<file path="config.mk">
export PLATFORM = sky130hd
export DESIGN_NAME = wb_arbiter
export DESIGN_NICKNAME = d
export VERILOG_FILES = /design/src/rtl/wb_arbiter.sv
export SDC_FILE = /design/constraint.sdc
export NUM_CORES = 1
export LEC_CHECK = 0
export ABC_AREA = 1
export CAP_MARGIN = 20
export CORE_ASPECT_RATIO = 1.75
export CORE_MARGIN = 5
export CORE_UTILIZATION = 47
export CTS_CLUSTER_DIAMETER = 60
export DETAILED_ROUTE_END_ITERATION = 12
export PLACE_DENSITY_LB_ADDON = 0.3
export SETUP_SLACK_MARGIN = 0.05
export SKIP_CTS_REPAIR_TIMING = 1
export SYNTH_ARGS = -nofsm -noshare
export SYNTH_HDL_FRONTEND = slang
export SYNTH_SLANG_ARGS = --single-unit
export TNS_END_PERCENT = 50
</file>
<file path="constraint.sdc">
create_clock -name clk -period 3.5 [get_ports clk]
set_input_delay 0.875 -clock clk [delete_from_list [all_inputs] [get_ports clk]]
set_output_delay 0.875 -clock clk [all_outputs]
set_load 0.005 [all_outputs]
</file>
<file path="src/rtl/wb_arbiter.sv">
// Round-robin arbiter for the shared GPR/FPR write port, with a registered write port
// and a 32+32 busy scoreboard that flags RAW hazards to decode.
module wb_arbiter #(
  parameter int N_REQ  = 4,
  parameter int DATA_W = 32
) (
  input  logic                    clk,
  input  logic                    rst,
  input  logic [N_REQ-1:0]        req_valid,
  output logic [N_REQ-1:0]        req_ready,
  input  logic [5*N_REQ-1:0]      req_rd,
  input  logic [N_REQ-1:0]        req_fpr,
  input  logic [DATA_W*N_REQ-1:0] req_data,
  input  logic                    issue_valid,
  input  logic [4:0]              issue_rd,
  input  logic                    issue_fpr,
  input  logic [4:0]              chk_rs1,
  input  logic [4:0]              chk_rs2,
  input  logic                    chk_fpr1,
  input  logic                    chk_fpr2,
  output logic                    hazard,
  output logic                    reg_write,
  output logic [4:0]              write_reg,
  output logic [DATA_W-1:0]       write_data,
  output logic                    FPR_GPR_sel
);

  localparam int PW = (N_REQ > 1) ? $clog2(N_REQ) : 1;

  logic [PW-1:0]     ptr;
  logic [PW-1:0]     grant_idx;
  logic [PW:0]       cand;
  logic [N_REQ-1:0]  grant;
  logic              any_grant;
  logic [4:0]        sel_rd;
  logic              sel_fpr;
  logic [DATA_W-1:0] sel_data;
  logic [31:0]       busy_gpr;
  logic [31:0]       busy_fpr;
  logic              busy1;
  logic              busy2;

  // Handshake: a source holds req_valid with stable rd/fpr/data until req_ready;
  // the result transfers on the rising edge where both are high.
  always_comb begin
    grant     = '0;
    grant_idx = '0;
    any_grant = 1'b0;
    cand      = '0;
    sel_rd    = '0;
    sel_fpr   = 1'b0;
    sel_data  = '0;
    if (rst) begin
      // Search starts at ptr and wraps; the first valid requester wins.
      for (int k = 0; k < N_REQ; k++) begin
        cand = {1'b0, ptr} + (PW+1)'(k);
        if (cand >= (PW+1)'(N_REQ)) cand = cand - (PW+1)'(N_REQ);
        if (!any_grant && req_valid[cand[PW-1:0]]) begin
          any_grant               = 1'b1;
          grant[cand[PW-1:0]]     = 1'b1;
          grant_idx               = cand[PW-1:0];
        end
      end
    end
    for (int i = 0; i < N_REQ; i++) begin
      if (grant[i]) begin
        sel_rd   = req_rd[5*i +: 5];
        sel_fpr  = req_fpr[i];
        sel_data = req_data[DATA_W*i +: DATA_W];
      end
    end
  end

  assign req_ready = grant;

  always_ff @(posedge clk or negedge rst) begin
    if (!rst) begin
      ptr         <= '0;
      reg_write   <= 1'b0;
      write_reg   <= '0;
      write_data  <= '0;
      FPR_GPR_sel <= 1'b0;
    end else if (any_grant) begin
      // GPR x0 results are consumed but never written back.
      reg_write   <= sel_fpr | (sel_rd != 5'd0);
      write_reg   <= sel_rd;
      write_data  <= sel_data;
      FPR_GPR_sel <= sel_fpr;
      if (grant_idx == PW'(N_REQ-1)) ptr <= '0;
      else                           ptr <= grant_idx + 1'b1;
    end else begin
      reg_write <= 1'b0;
    end
  end

  // The set is written after the clear so a newer in-flight writer keeps the bit.
  always_ff @(posedge clk or negedge rst) begin
    if (!rst) begin
      busy_gpr <= '0;
      busy_fpr <= '0;
    end else begin
      if (reg_write) begin
        if (FPR_GPR_sel) busy_fpr[write_reg] <= 1'b0;
        else             busy_gpr[write_reg] <= 1'b0;
      end
      if (issue_valid) begin
        if (issue_fpr)               busy_fpr[issue_rd] <= 1'b1;
        else if (issue_rd != 5'd0)   busy_gpr[issue_rd] <= 1'b1;
      end
    end
  end

  assign busy1  = chk_fpr1 ? busy_fpr[chk_rs1] : busy_gpr[chk_rs1];
  assign busy2  = chk_fpr2 ? busy_fpr[chk_rs2] : busy_gpr[chk_rs2];
  assign hazard = rst & (busy1 | busy2);

endmodule

</file>
Yosys cells after proc, flatten, opt, wreduce, memory -nomap -nowiden
Cells that the tools add are included.
{ "word_totals": {"reg_bits": 105, "output_inout_bits": 44, "word_cells": 141} }
{ "op_classes": {"n_addsub": 8, "order_cmp": 18, "n_eq_ne": 1, "n_mux": 82, "bitwise": 11, "reduce_logical": 14} }
{ "ops": {"columns": ["cell", "count"], "rows": [
  ["two-way mux 32 bit", 13],
  ["bitwise AND 32 bit", 2],
  ["bitwise OR 32 bit", 2],
  ["two-way mux 4 bit", 8],
  ["inverter 32 bit", 1],
  ["two-way mux 1 bit", 29],
  ["two-way mux 2 bit", 14],
  ["< comparator 5 x 6 -> 1 bit, second input constant", 4],
  ["binary-select mux 1 bit (select 5 bit)", 4],
  ["two-way mux 5 bit", 4],
  ["< comparator 2 x 3 -> 1 bit, second input constant", 4],
  ["bitwise OR 4 bit", 3],
  ["demux 1 bit (select 5 bit)", 2],
  ["greater-or-equal comparator 5 x 1 -> 1 bit, second input constant", 2],
  ["nonzero test 5 bit", 2],
  ["greater-or-equal comparator 3 bit, second input constant", 3],
  ["logical AND 1 bit", 9],
  ["binary-select mux 1 bit (select 2 bit)", 4],
  ["demux 1 bit (select 2 bit)", 4],
  ["greater-or-equal comparator 2 x 1 -> 1 bit, second input constant", 4],
  ["subtractor 2 x 1 -> 2 bit, second input constant", 4],
  ["adder 2 x 2 -> 3 bit, second input constant", 2],
  ["adder 2 x 1 -> 3 bit, second input constant", 1],
  ["greater-or-equal comparator 2 x 3 -> 1 bit, second input constant", 1],
  ["5 further kinds", 8]
]} }

Longest topological paths before layout
Gate-level depths: netlist of run 1.
{ "logic_depth": {"ltp_word": 26, "depth_mapped": 19, "ltp_nobuf": 18} }

Least setup slack after synthesis of run 1
OpenSTA, ideal clock, no wires.
{ "synth_timing": {"path_kind": "in2out", "startpoint": "in chk_rs1[0]", "endpoint": "out hazard", "arrival_ns": 2.001, "required_ns": 2.625, "setup_slack_ns": 0.624, "stages": 11, "path_buffers": 1, "path_cell_list": "inv_1 clkbuf_1 nand2_1 a32o_1 a21oi_1 o21ai_0 nand3_1 nand3_1 o21ai_0 nor2_1 nor2_1"} }
{ "synth_via": {"elab_chain_len": 5, "elab_cells_between_ends": 7, "cone_classes": "5 x mux; 2 x bitwise"} }
{ "synth_rtl": {"columns": ["item", "line", "source"], "rows": [
  ["from (decl)", "17", "input logic [4:0] chk_rs1,"],
  ["binary-select mux 1 bit (select 5 bit)", "113", "assign busy1 = chk_fpr1 ? busy_fpr[chk_rs1] : busy_gpr[chk_rs1];"],
  ["two-way mux 1 bit (not written as such)", "113", null],
  ["two-way mux 1 bit *", "113", null],
  ["bitwise OR 1 bit *", "115", "assign hazard = rst & (busy1 | busy2);"],
  ["bitwise AND 1 bit *", "115", null],
  ["to (decl)", "21", "output logic hazard,"]
]} }
Every way passes the cells marked *; elsewhere a longest branch is shown, timed or not. The select of a mux whose other input is x is not followed.

Final worst setup path of run 1
{ "layout_timing": {"startpoint": "in chk_rs1[1]", "endpoint": "out hazard"} }
The elaborated chain is that of the path after synthesis.

==> run_results.csv, run 1 <==
group,metric,value,unit
synthesis,netlist_area,6850,µm²
cts,root_buffer,"clkbuf_16",
timing,rsz0062_at_grt,"true",
die,design.die.area,17200,µm²
synthesis,synth_xor_area_share,0.128,%
synthesis,synth_top_family_by_area,"simple AND/OR/NAND/NOR gates",
timing,setup_viol,1,
critical_path,crit_type,"input port to primary output",
place,placed_area,9530,µm²
outcome,outcome,"finished with violations",
route,viasPerCell,5.86,
critical_path,r2r_start,"ptr[1]",
timing,hold_ws,0.431,ns
cts,clk_path_buf_depth,2,
finish,post-route-util,69.1,%
synthesis,yosys.area_share.simple,30.0,%
route,routed_wl,28.2,mm
die,rows,58,
place,place_congestion,0.988,
route,wl_met2,15.0,mm
global_route,track_usage,32.5,%
finish,fin_nets,1412,
route,drc_errors,0,
synthesis,postSynthCellCount,994,
route,vias,8283,
place,hpwl,21.7,mm
cts,path_clk_slew,0.08,ns
critical_path,startpoint,"chk_rs1[1]",
global_route,grt_pass1_vias,8252,
critical_path,crit_chain,"clkdlybuf4s50_1 > inv_1 > buf_12 > a21oi_1 > a32o_1 > a21oi_2 > o21ai_1 > nand3_1 > nand3_1 > o21ai_1 > nor2_1 > nor2_1 > clkbuf_2",
synthesis,ys_async_sr_fraction,100,%
global_route,grt_pass1_wl,43.1,mm
synthesis,synth_top_area_share,38.4,%
synthesis,synth_edf_count,0,
finish,stdcell_area,9940,µm²
critical_path,path_buf_inv,4,
min_path,hp-class,"input port to async pin",
cts,numCtsBuffers,9,
die,coreArea,14400,µm²
timing,slew_headroom,27.4,%
die,start_util,47.6,%
global_route,antenna_found_initial,0,
synthesis,synth_seq_area_share,38.4,%
die,die_w,101,µm
finish,area_growth,45.1,%
route,highest_layer,"met4",
die,io_pins,221,
cts,htreeDepth,3,
route,wl_met3,2.14,mm
power,power.leakage,4.27,nW
critical_path,critPathMaxStageDelay,0.51,ns
cts,clock_sinks,105,
global_route,grt_max_degree,75,
route,detail-route-antenna-nets,0,
power,p_total,0.00792,W
die,die_y,170,µm
timing,setup_tns,-0.0357,ns
synthesis,synth_compound_area_share,24.1,%
critical_path,start_kind,"input port",
route,wl_per_cell,19.9,µm
route,drt-pass1-iter-count,5,
critical_path,cp-end-kind,"primary output",
run,max_cap_viol_count,0,
critical_path,cp.required,2.62,ns
synthesis,synth_top_cell_by_area,"dfrtp_1",
synthesis,synthMuxAreaShare,0,%
synthesis,synthAdderAreaFrac,1.10,%
timing,tightestPinTransition,1.09,ns
critical_path,crit_slowest_cell,"clkdlybuf4s50_1",
critical_path,cp.arrival,2.66,ns
cts,clk_latency,0.36,ns
timing,period_needed,3.54,ns
critical_path,reg2reg_setup_slack,0.62,ns
route,met1_length,9.30,mm
synthesis,ys_ff_latch,105,
cts,cts_tree,"done",
timing,final_hold_viol_count,0,
timing,drv_slew,0,
timing,fmax,283,MHz
synthesis,syn-num-nets,1177,
synthesis,ys_types,36,
outcome,violations,"setup timing",
critical_path,r2r.worst_path.cells,19,
synthesis,yosysWarningCount,0,
synthesis,yosys-top-cells-area,"dfrtp_1 (38%), o21ai_0 (15%), nand2_1 (14%)",
timing,finClkSkew,0.0171,ns
power,powerDensity,797,nW/µm²
critical_path,critical_path.top_delay_family,"buffers and inverters",
finish,drive_gt1_share,8.59,%
finish,top_regs,"busy_fpr: 32 flops, busy_gpr: 32 flops, write_data: 32 flops",
critical_path,cp_max_fo,18,
power,vdd_drop_max,438,µV
critical_path,rr_endpoint,"reg_write",
global_route,grt_overflow_total,0,
timing,fin_crit_sh,101,%
place,port_buffers,220,
synthesis,syn_avg_cell_area,6.89,µm²
route,drt_iter0_drc,612,
timing,fin_ws,-0.0357,ns
finish,n_antenna_cell,0,
synthesis,yosys_most_used_dff,"dfrtp_1",
routing by layer:
| metal | up-vias | global-route usage [%] |
|---|---|---|
| li1 | 3901 | - |
| met1 | 3837 | 33.1 |
| met2 | 441 | 59.2 |
| met3 | 104 | 7.82 |
| met4 | 0 | 17.8 |
| met5 | - | 0 |
how the worst max path moves through the flow:
stage | cells past startpoint | slack, ns | end
floorplan | 11 | 0.62 | hazard
global placement | 12 | -0.51 | hazard
detailed placement | 13 | -0.50 | hazard
CTS | 13 | -0.52 | hazard
global route | 13 | -0.22 | hazard
finish | 13 | -0.04 | hazard
cell families after synthesis:
group                      Yosys count
adders and majority gates            6
and+or+nand+nor                    485
xor gates and xnor gates             1
DFF                                105
AOI/OAI and AO/OA                  290
buffers and inverters              107
final cells by class:
cell class                 count  area, µm²
sequential                   105       2630
fill                        1220       4430
clock buffer                   9        225
multi-input combinational    782       3810
tap                          180        225
inverter                      52        195
clock inverter                 7       75.1
timing repair buffer         279       2780
synth_stat cells, types with 8 or more instances:
cell and count:
o211ai_1 33, inv_1 44, nand3_1 104, nor2_1 97, nor3_1 16, nand2_1 250
buf_2 16, dfrtp_1 105, clkbuf_1 36, o21ai_0 202, o22ai_1 8, a21oi_1 13
o221ai_1 21
worst reg2reg max path: stages, from the launching register on:
cell and delay, ns:
dfrtp_1 0.40, inv_2 0.13, ha_1 0.30, inv_1 0.14, nand3_1 0.09, nand2_1 0.12, nor2_4 0.08, nand2_1 0.06
nand2_1 0.05, nor2_1 0.12, nand2_2 0.08, nand2_2 0.07, buf_6 0.42, nand2_1 0.13, nor2_1 0.10, nor2_1 0.04
nor2_1 0.17, nand2_1 0.07, nor2_1 0.13, nand2_1 0.08
cell usage in the layout, fill, tap and decap left out, drive strengths merged:
| cell | count |
|---|---|
| nand2 | 256 |
| clkdlybuf4s50 | 211 |
| o21ai | 207 |
| nand3 | 107 |
| dfrtp | 105 |
| nor2 | 100 |
| buf | 58 |
| inv | 53 |
| o211ai | 33 |
| o221ai | 21 |
| nor3 | 16 |
| a21oi | 13 |
| clkbuf | 12 |
| o22ai | 8 |
| dlymetal6s2s | 7 |
| ha | 6 |
| clkinv | 6 |
| nand4 | 3 |
| nand3b | 2 |
| a32o | 2 |
| o21a | 1 |
| a22oi | 1 |
| or2 | 1 |
| a31oi | 1 |
| a21o | 1 |
| xor2 | 1 |
| o2111ai | 1 |
| o21bai | 1 |
where the power goes:
group | internal, W | switching, W | leakage (nW)
Combinational | 0.00195 | 0.00258 | 2.92
Clock | 0.000506 | 0.000536 | 0.147
Sequential | 0.00181 | 0.000527 | 1.19
Total | 0.00427 | 0.00365 | 4.27
stage by stage:
step                setup WS, ns  cells
floorplan                  0.624    994
global placement          -0.510   1395
detailed placement        -0.496   1395
CTS                       -0.522   1411
global route              -0.222   1414
finish                   -0.0357   1414
(Power assumes the default switching activity.)
==> run 2: changes to the inputs <==
Settings changed: CAP_MARGIN 20 to default, CORE_UTILIZATION 47 to 50, SLEW_MARGIN from default to 20.
Clock period 3.5 ns to 4.2 ns, I/O delays scaled along.
==> run 2 against run 1 <==
The flow now finishes without violations; die area decreased by 5.5%; global-route usage grew 1.4 points; total power is 18% lower; clock power shrank 10%; utilization rose by 2.9 points; sequential cell count stayed put; design area fell by 2.4%; combinational power down 22%; largest power group unchanged.
==> run_results.csv, run 2 (synthesized netlist as in run 1, its figures left out) <==
group,metric,value,unit
outcome,outcome,"finished, final reports clean",
timing,tightestPinTransition,1.10,ns
cts,clk_latency,0.36,ns
finish,n_antenna_cell,0,
route,drt-pass1-iter-count,8,
place,hpwl,21.6,mm
cts,numCtsBuffers,9,
cts,clock_sinks,105,
power,power.leakage,4.10,nW
finish,stdcell_area,9690,µm²
timing,setup_viol,0,
die,io_pins,221,
critical_path,r2r_start,"ptr[0]",
timing,fin_crit_sh,98.0,%
cts,root_buffer,"clkbuf_16",
global_route,grt_pass1_vias,8378,
critical_path,cp_max_fo,19,
critical_path,cp-end-kind,"primary output",
timing,hold_ws,0.496,ns
global_route,antenna_found_initial,0,
die,start_util,50.9,%
timing,slew_headroom,26.8,%
critical_path,start_kind,"input port",
critical_path,r2r.worst_path.cells,19,
finish,final_cell_mix,"nand2_1 (248), clkdlybuf4s50_1 (215), o21ai_0 (201)",
critical_path,rr_endpoint,"reg_write",
cts,path_clk_slew,0.07,ns
finish,layout_commonest_cell,"nand2_1",
min_path,hp-class,"flop to flop",
finish,num-fill-cells,1134,
timing,finClkSkew,0.0124,ns
route,vias,8383,
critical_path,cp.required,3.15,ns
timing,period_needed,4.11,ns
die,die_y,165,µm
min_path,min-delay-start,"write_data[1]",
power,powerDensity,666,nW/µm²
cts,htreeDepth,3,
finish,seq_area,2630,µm²
critical_path,crit_type,"input port to primary output",
finish,top_regs,"busy_fpr: 32 flops, busy_gpr: 32 flops, write_data: 32 flops",
critical_path,crit_slowest_cell,"clkdlybuf4s50_1",
min_path,min_to,"write_data[1]",
timing,drv_slew,0,
route,drc_errors,0,
cts,cts_tree,"done",
min_path,holdPathStages,2,
route,routed_wl,28.0,mm
critical_path,crit_chain,"clkdlybuf4s50_1 > inv_1 > buf_4 > nand2_1 > a32o_1 > a21oi_1 > o21ai_0 > nand3_1 > nand3_1 > o21ai_0 > nor2_1 > nor2_1 > dlymetal6s2s_1",
route,wl_per_cell,20.2,µm
power,vdd_drop_max,374,µV
die,design.die.area,16200,µm²
route,detail-route-antenna-nets,0,
place,place_congestion,1.03,
die,coreArea,13500,µm²
die,rows,56,
die,die_w,98.5,µm
finish,fin_nets,1390,
route,drt_iter0_drc,574,
global_route,grt_overflow_total,0,
global_route,track_usage,33.9,%
timing,fmax,243,MHz
critical_path,critPathMaxStageDelay,0.45,ns
global_route,grt_max_degree,75,
place,port_buffers,220,
timing,rsz0062_at_grt,"true",
place,placed_area,9350,µm²
finish,drive_gt1_share,6.28,%
finish,area_growth,41.6,%
critical_path,cp.arrival,3.06,ns
finish,multi_input_area,3800,µm²
run,max_cap_viol_count,0,
timing,final_hold_viol_count,0,
route,viasPerCell,6.06,
critical_path,reg2reg_setup_slack,0.86,ns
cts,clk_path_buf_depth,2,
global_route,grt_pass1_wl,43.4,mm
-- run 2: cell types whose count changed in the layout (fill, tap and decap cells not counted), sizes merged --
cell           before  now
inv                53   52
clkinv              6    1
clkinvlp            0    1
bufinv              0    2
clkbuf             12   10
buf                58   38
clkdlybuf4s50     211  215
dlymetal6s2s        7    4
-- run 2: per-layer routing --
metal  wire length [µm]  GRT usage [%]
met1               9150           34.8
met2              14400           60.3
met3               2340           7.52
met4               2120           23.8
met5                  0              0
-- run 2: layout make-up --
class / count / area share (%)
clock inverter: 4 / 0.787
timing repair buffer: 257 / 26.2
tap: 174 / 2.25
clock buffer: 10 / 2.47
inverter: 52 / 2.01
sequential: 105 / 27.1
multi-input combinational: 782 / 39.2
-- run 2: report_power, final --
part | switching [W] | total (W) | leakage (nW) | internal (W)
registers | 0.000446 | 0.00196 | 1.19 | 0.00151
logic | 0.00213 | 0.00356 | 2.75 | 0.00143
clock network | 0.000400 | 0.000936 | 0.151 | 0.000535
-- run 2: worst max-delay path, delay by kind of cell --
kind / cells / cell delay [ns]
simple gates: 5 / 0.46
compound gates: 4 / 0.53
buf+inv: 4 / 1.00
-- run 2: worst max-delay path by stage --
stage | startpoint | endpoint | slack, ns
floorplan | chk_rs1[0] | hazard | 0.97
global placement | chk_rs1[0] | hazard | -0.21
detailed placement | chk_rs1[0] | hazard | -0.22
CTS | chk_rs1[0] | hazard | -0.25
global route | chk_rs1[0] | hazard | -0.04
finish | chk_rs1[0] | hazard | 0.09
-- run 2: per-stage QoR --
step                worst slack [ns]  setup TNS [ns]  power (W)  instances  utilization, %
floorplan                      0.974               0    0.00397        994               -
global placement              -0.206          -0.206    0.00536       1369            69.5
detailed placement            -0.217          -0.217    0.00543       1369            69.5
CTS                           -0.250          -0.265    0.00639       1383            71.8
global route                 -0.0374         -0.0374    0.00691       1384            72.1
finish                        0.0856               0    0.00646       1384            72.1
==> run 3: changes to the inputs <==
Settings changed: CAP_MARGIN from default to 20, CTS_CLUSTER_DIAMETER 60 to 80, DONT_BUFFER_PORTS from default to 1.
==> run 3 against run 2 <==
Global-route usage shrank 4.1 points; sequential power grew 4%; critical path type unchanged; non-clock buffer count shrank 246; clock power shrank 5.4%; hold slack lost 0.11 ns; total power shrank 13%; die area is the same; setup slack gained 0.53 ns; largest cell class unchanged; clock skew grew 0.0032 ns; sequential cell count is the same; via count shrank 14%; wire length shrank 14%.
==> run_results.csv, run 3 (synthesized netlist as in run 1, its figures left out) <==
group,metric,value,unit
outcome,outcome,"finished, final reports clean",
die,coreArea,13500,µm²
timing,finClkSkew,0.0156,ns
timing,tightestPinTransition,1.09,ns
finish,stdcell_area,7210,µm²
timing,hold_ws,0.387,ns
route,routed_wl,24.2,mm
route,vias,7190,
critical_path,start_kind,"input port",
place,port_buffers,0,
timing,setup_tns,0,ns
global_route,grt_max_degree,119,
finish,top_regs,"busy_fpr: 32 flops, busy_gpr: 32 flops, write_data: 32 flops",
cts,cts_tree,"done",
timing,rsz0062_at_grt,"false",
critical_path,crit_type,"input port to primary output",
place,place_congestion,1.04,
timing,slew_headroom,27.2,%
critical_path,r2r.worst_path.cells,17,
route,wl_per_cell,21.2,µm
die,die_w,98.5,µm
cts,numCtsBuffers,9,
route,viasPerCell,6.31,
route,drt_iter0_drc,458,
timing,drv_slew,0,
min_path,hp-class,"input port to async pin",
finish,fin_nets,1144,
cts,htreeDepth,3,
critical_path,cp.arrival,2.54,ns
die,rows,56,
critical_path,rr_endpoint,"reg_write",
route,drt-pass1-iter-count,5,
global_route,grt_pass1_vias,7133,
global_route,antenna_found_initial,0,
critical_path,cp-end-kind,"primary output",
critical_path,reg2reg_setup_slack,1.05,ns
cts,clk_path_buf_depth,2,
global_route,track_usage,29.8,%
global_route,grt_overflow_total,0,
global_route,grt_pass1_wl,38.4,mm
cts,root_buffer,"clkbuf_16",
finish,area_growth,5.32,%
cts,clk_latency,0.36,ns
place,placed_area,6910,µm²
power,vdd_drop_max,526,µV
critical_path,r2r_start,"ptr[0]",
cts,path_clk_slew,0.07,ns
critical_path,cp.required,3.15,ns
finish,num-fill-cells,1365,
die,start_util,50.9,%
route,drc_errors,0,
timing,fin_crit_sh,85.4,%
finish,final_cell_mix,"nand2_1 (250), o21ai_0 (202), dfrtp_1 (105)",
timing,fmax,279,MHz
run,max_cap_viol_count,0,
route,detail-route-antenna-nets,0,
die,design.die.area,16200,µm²
critical_path,cp_max_fo,18,
place,hpwl,18.4,mm
finish,drive_gt1_share,4.87,%
finish,layout_commonest_cell,"nand2_1",
power,power.leakage,3.03,nW
die,die_y,165,µm
timing,setup_viol,0,
finish,n_antenna_cell,0,
timing,period_needed,3.59,ns
die,io_pins,221,
cts,clock_sinks,105,
power,powerDensity,781,nW/µm²
timing,final_hold_viol_count,0,
## run 3: changes by cell type in the layout (fill, tap and decap cells not counted), moves of 2 or more
cell | before | now
dlymetal6s2s_1 | 4 | 0
buf_4 | 34 | 11
buf_12 | 4 | 0
clkdlybuf4s50_1 | 215 | 0
nand2_2 | 7 | 5
nand2_1 | 248 | 250
## run 3: how the worst max path moves through the flow
stage	start	to	slack (ns)	depth (start not counted)
floorplan	chk_rs1[0]	hazard	0.97	11
global placement	chk_rs1[1]	hazard	0.64	9
detailed placement	chk_rs1[1]	hazard	0.66	9
CTS	chk_rs1[1]	hazard	0.65	9
global route	chk_rs1[1]	hazard	0.36	9
finish	chk_rs1[1]	hazard	0.61	9
## run 3: final cells by class
class                           count  area (µm²)  share of cell area [%]
Inverter                           52         195                    2.71
Sequential cell                   105        2630                    36.4
Clock buffer                       10         239                    3.31
Multi-Input combinational cell    782        3790                    52.5
Timing Repair Buffer               11        82.6                    1.15
Clock inverter                      5        62.6                   0.868
Tap cell                          174         218                    3.02
## run 3: routing by layer
layer / routed length, µm / global-route usage [%]
met3: 2040 / 6.13
met1: 8280 / 33.1
met5: 0 / 0
met4: 1440 / 17.3
met2: 12400 / 52.4
## run 3: metrics by stage
step           instances  setup slack, ns  util [%]  power [W]
2_1_floorplan        994            0.974         -    0.00397
3_3_place_gp        1124            0.639      51.4    0.00472
3_5_place_dp        1124            0.659      51.4    0.00476
4_1_cts             1139            0.647      53.6    0.00564
5_1_grt             1139            0.356      53.6    0.00613
6_report            1139            0.615      53.6    0.00563
## run 3: worst max-delay path: stages
cell,delay [ns]
inv_1,0.39
o21ai_0,0.18
o22ai_1,0.13
o21ai_0,0.10
o21ai_0,0.20
nand2_1,0.06
o21ai_0,0.14
nor2_1,0.09
nor2_1,0.18
## run 3: power by group
group | internal [W] | switching [W]
registers | 0.00151 | 0.000527
clock network | 0.000480 | 0.000405
logic | 0.000913 | 0.00179
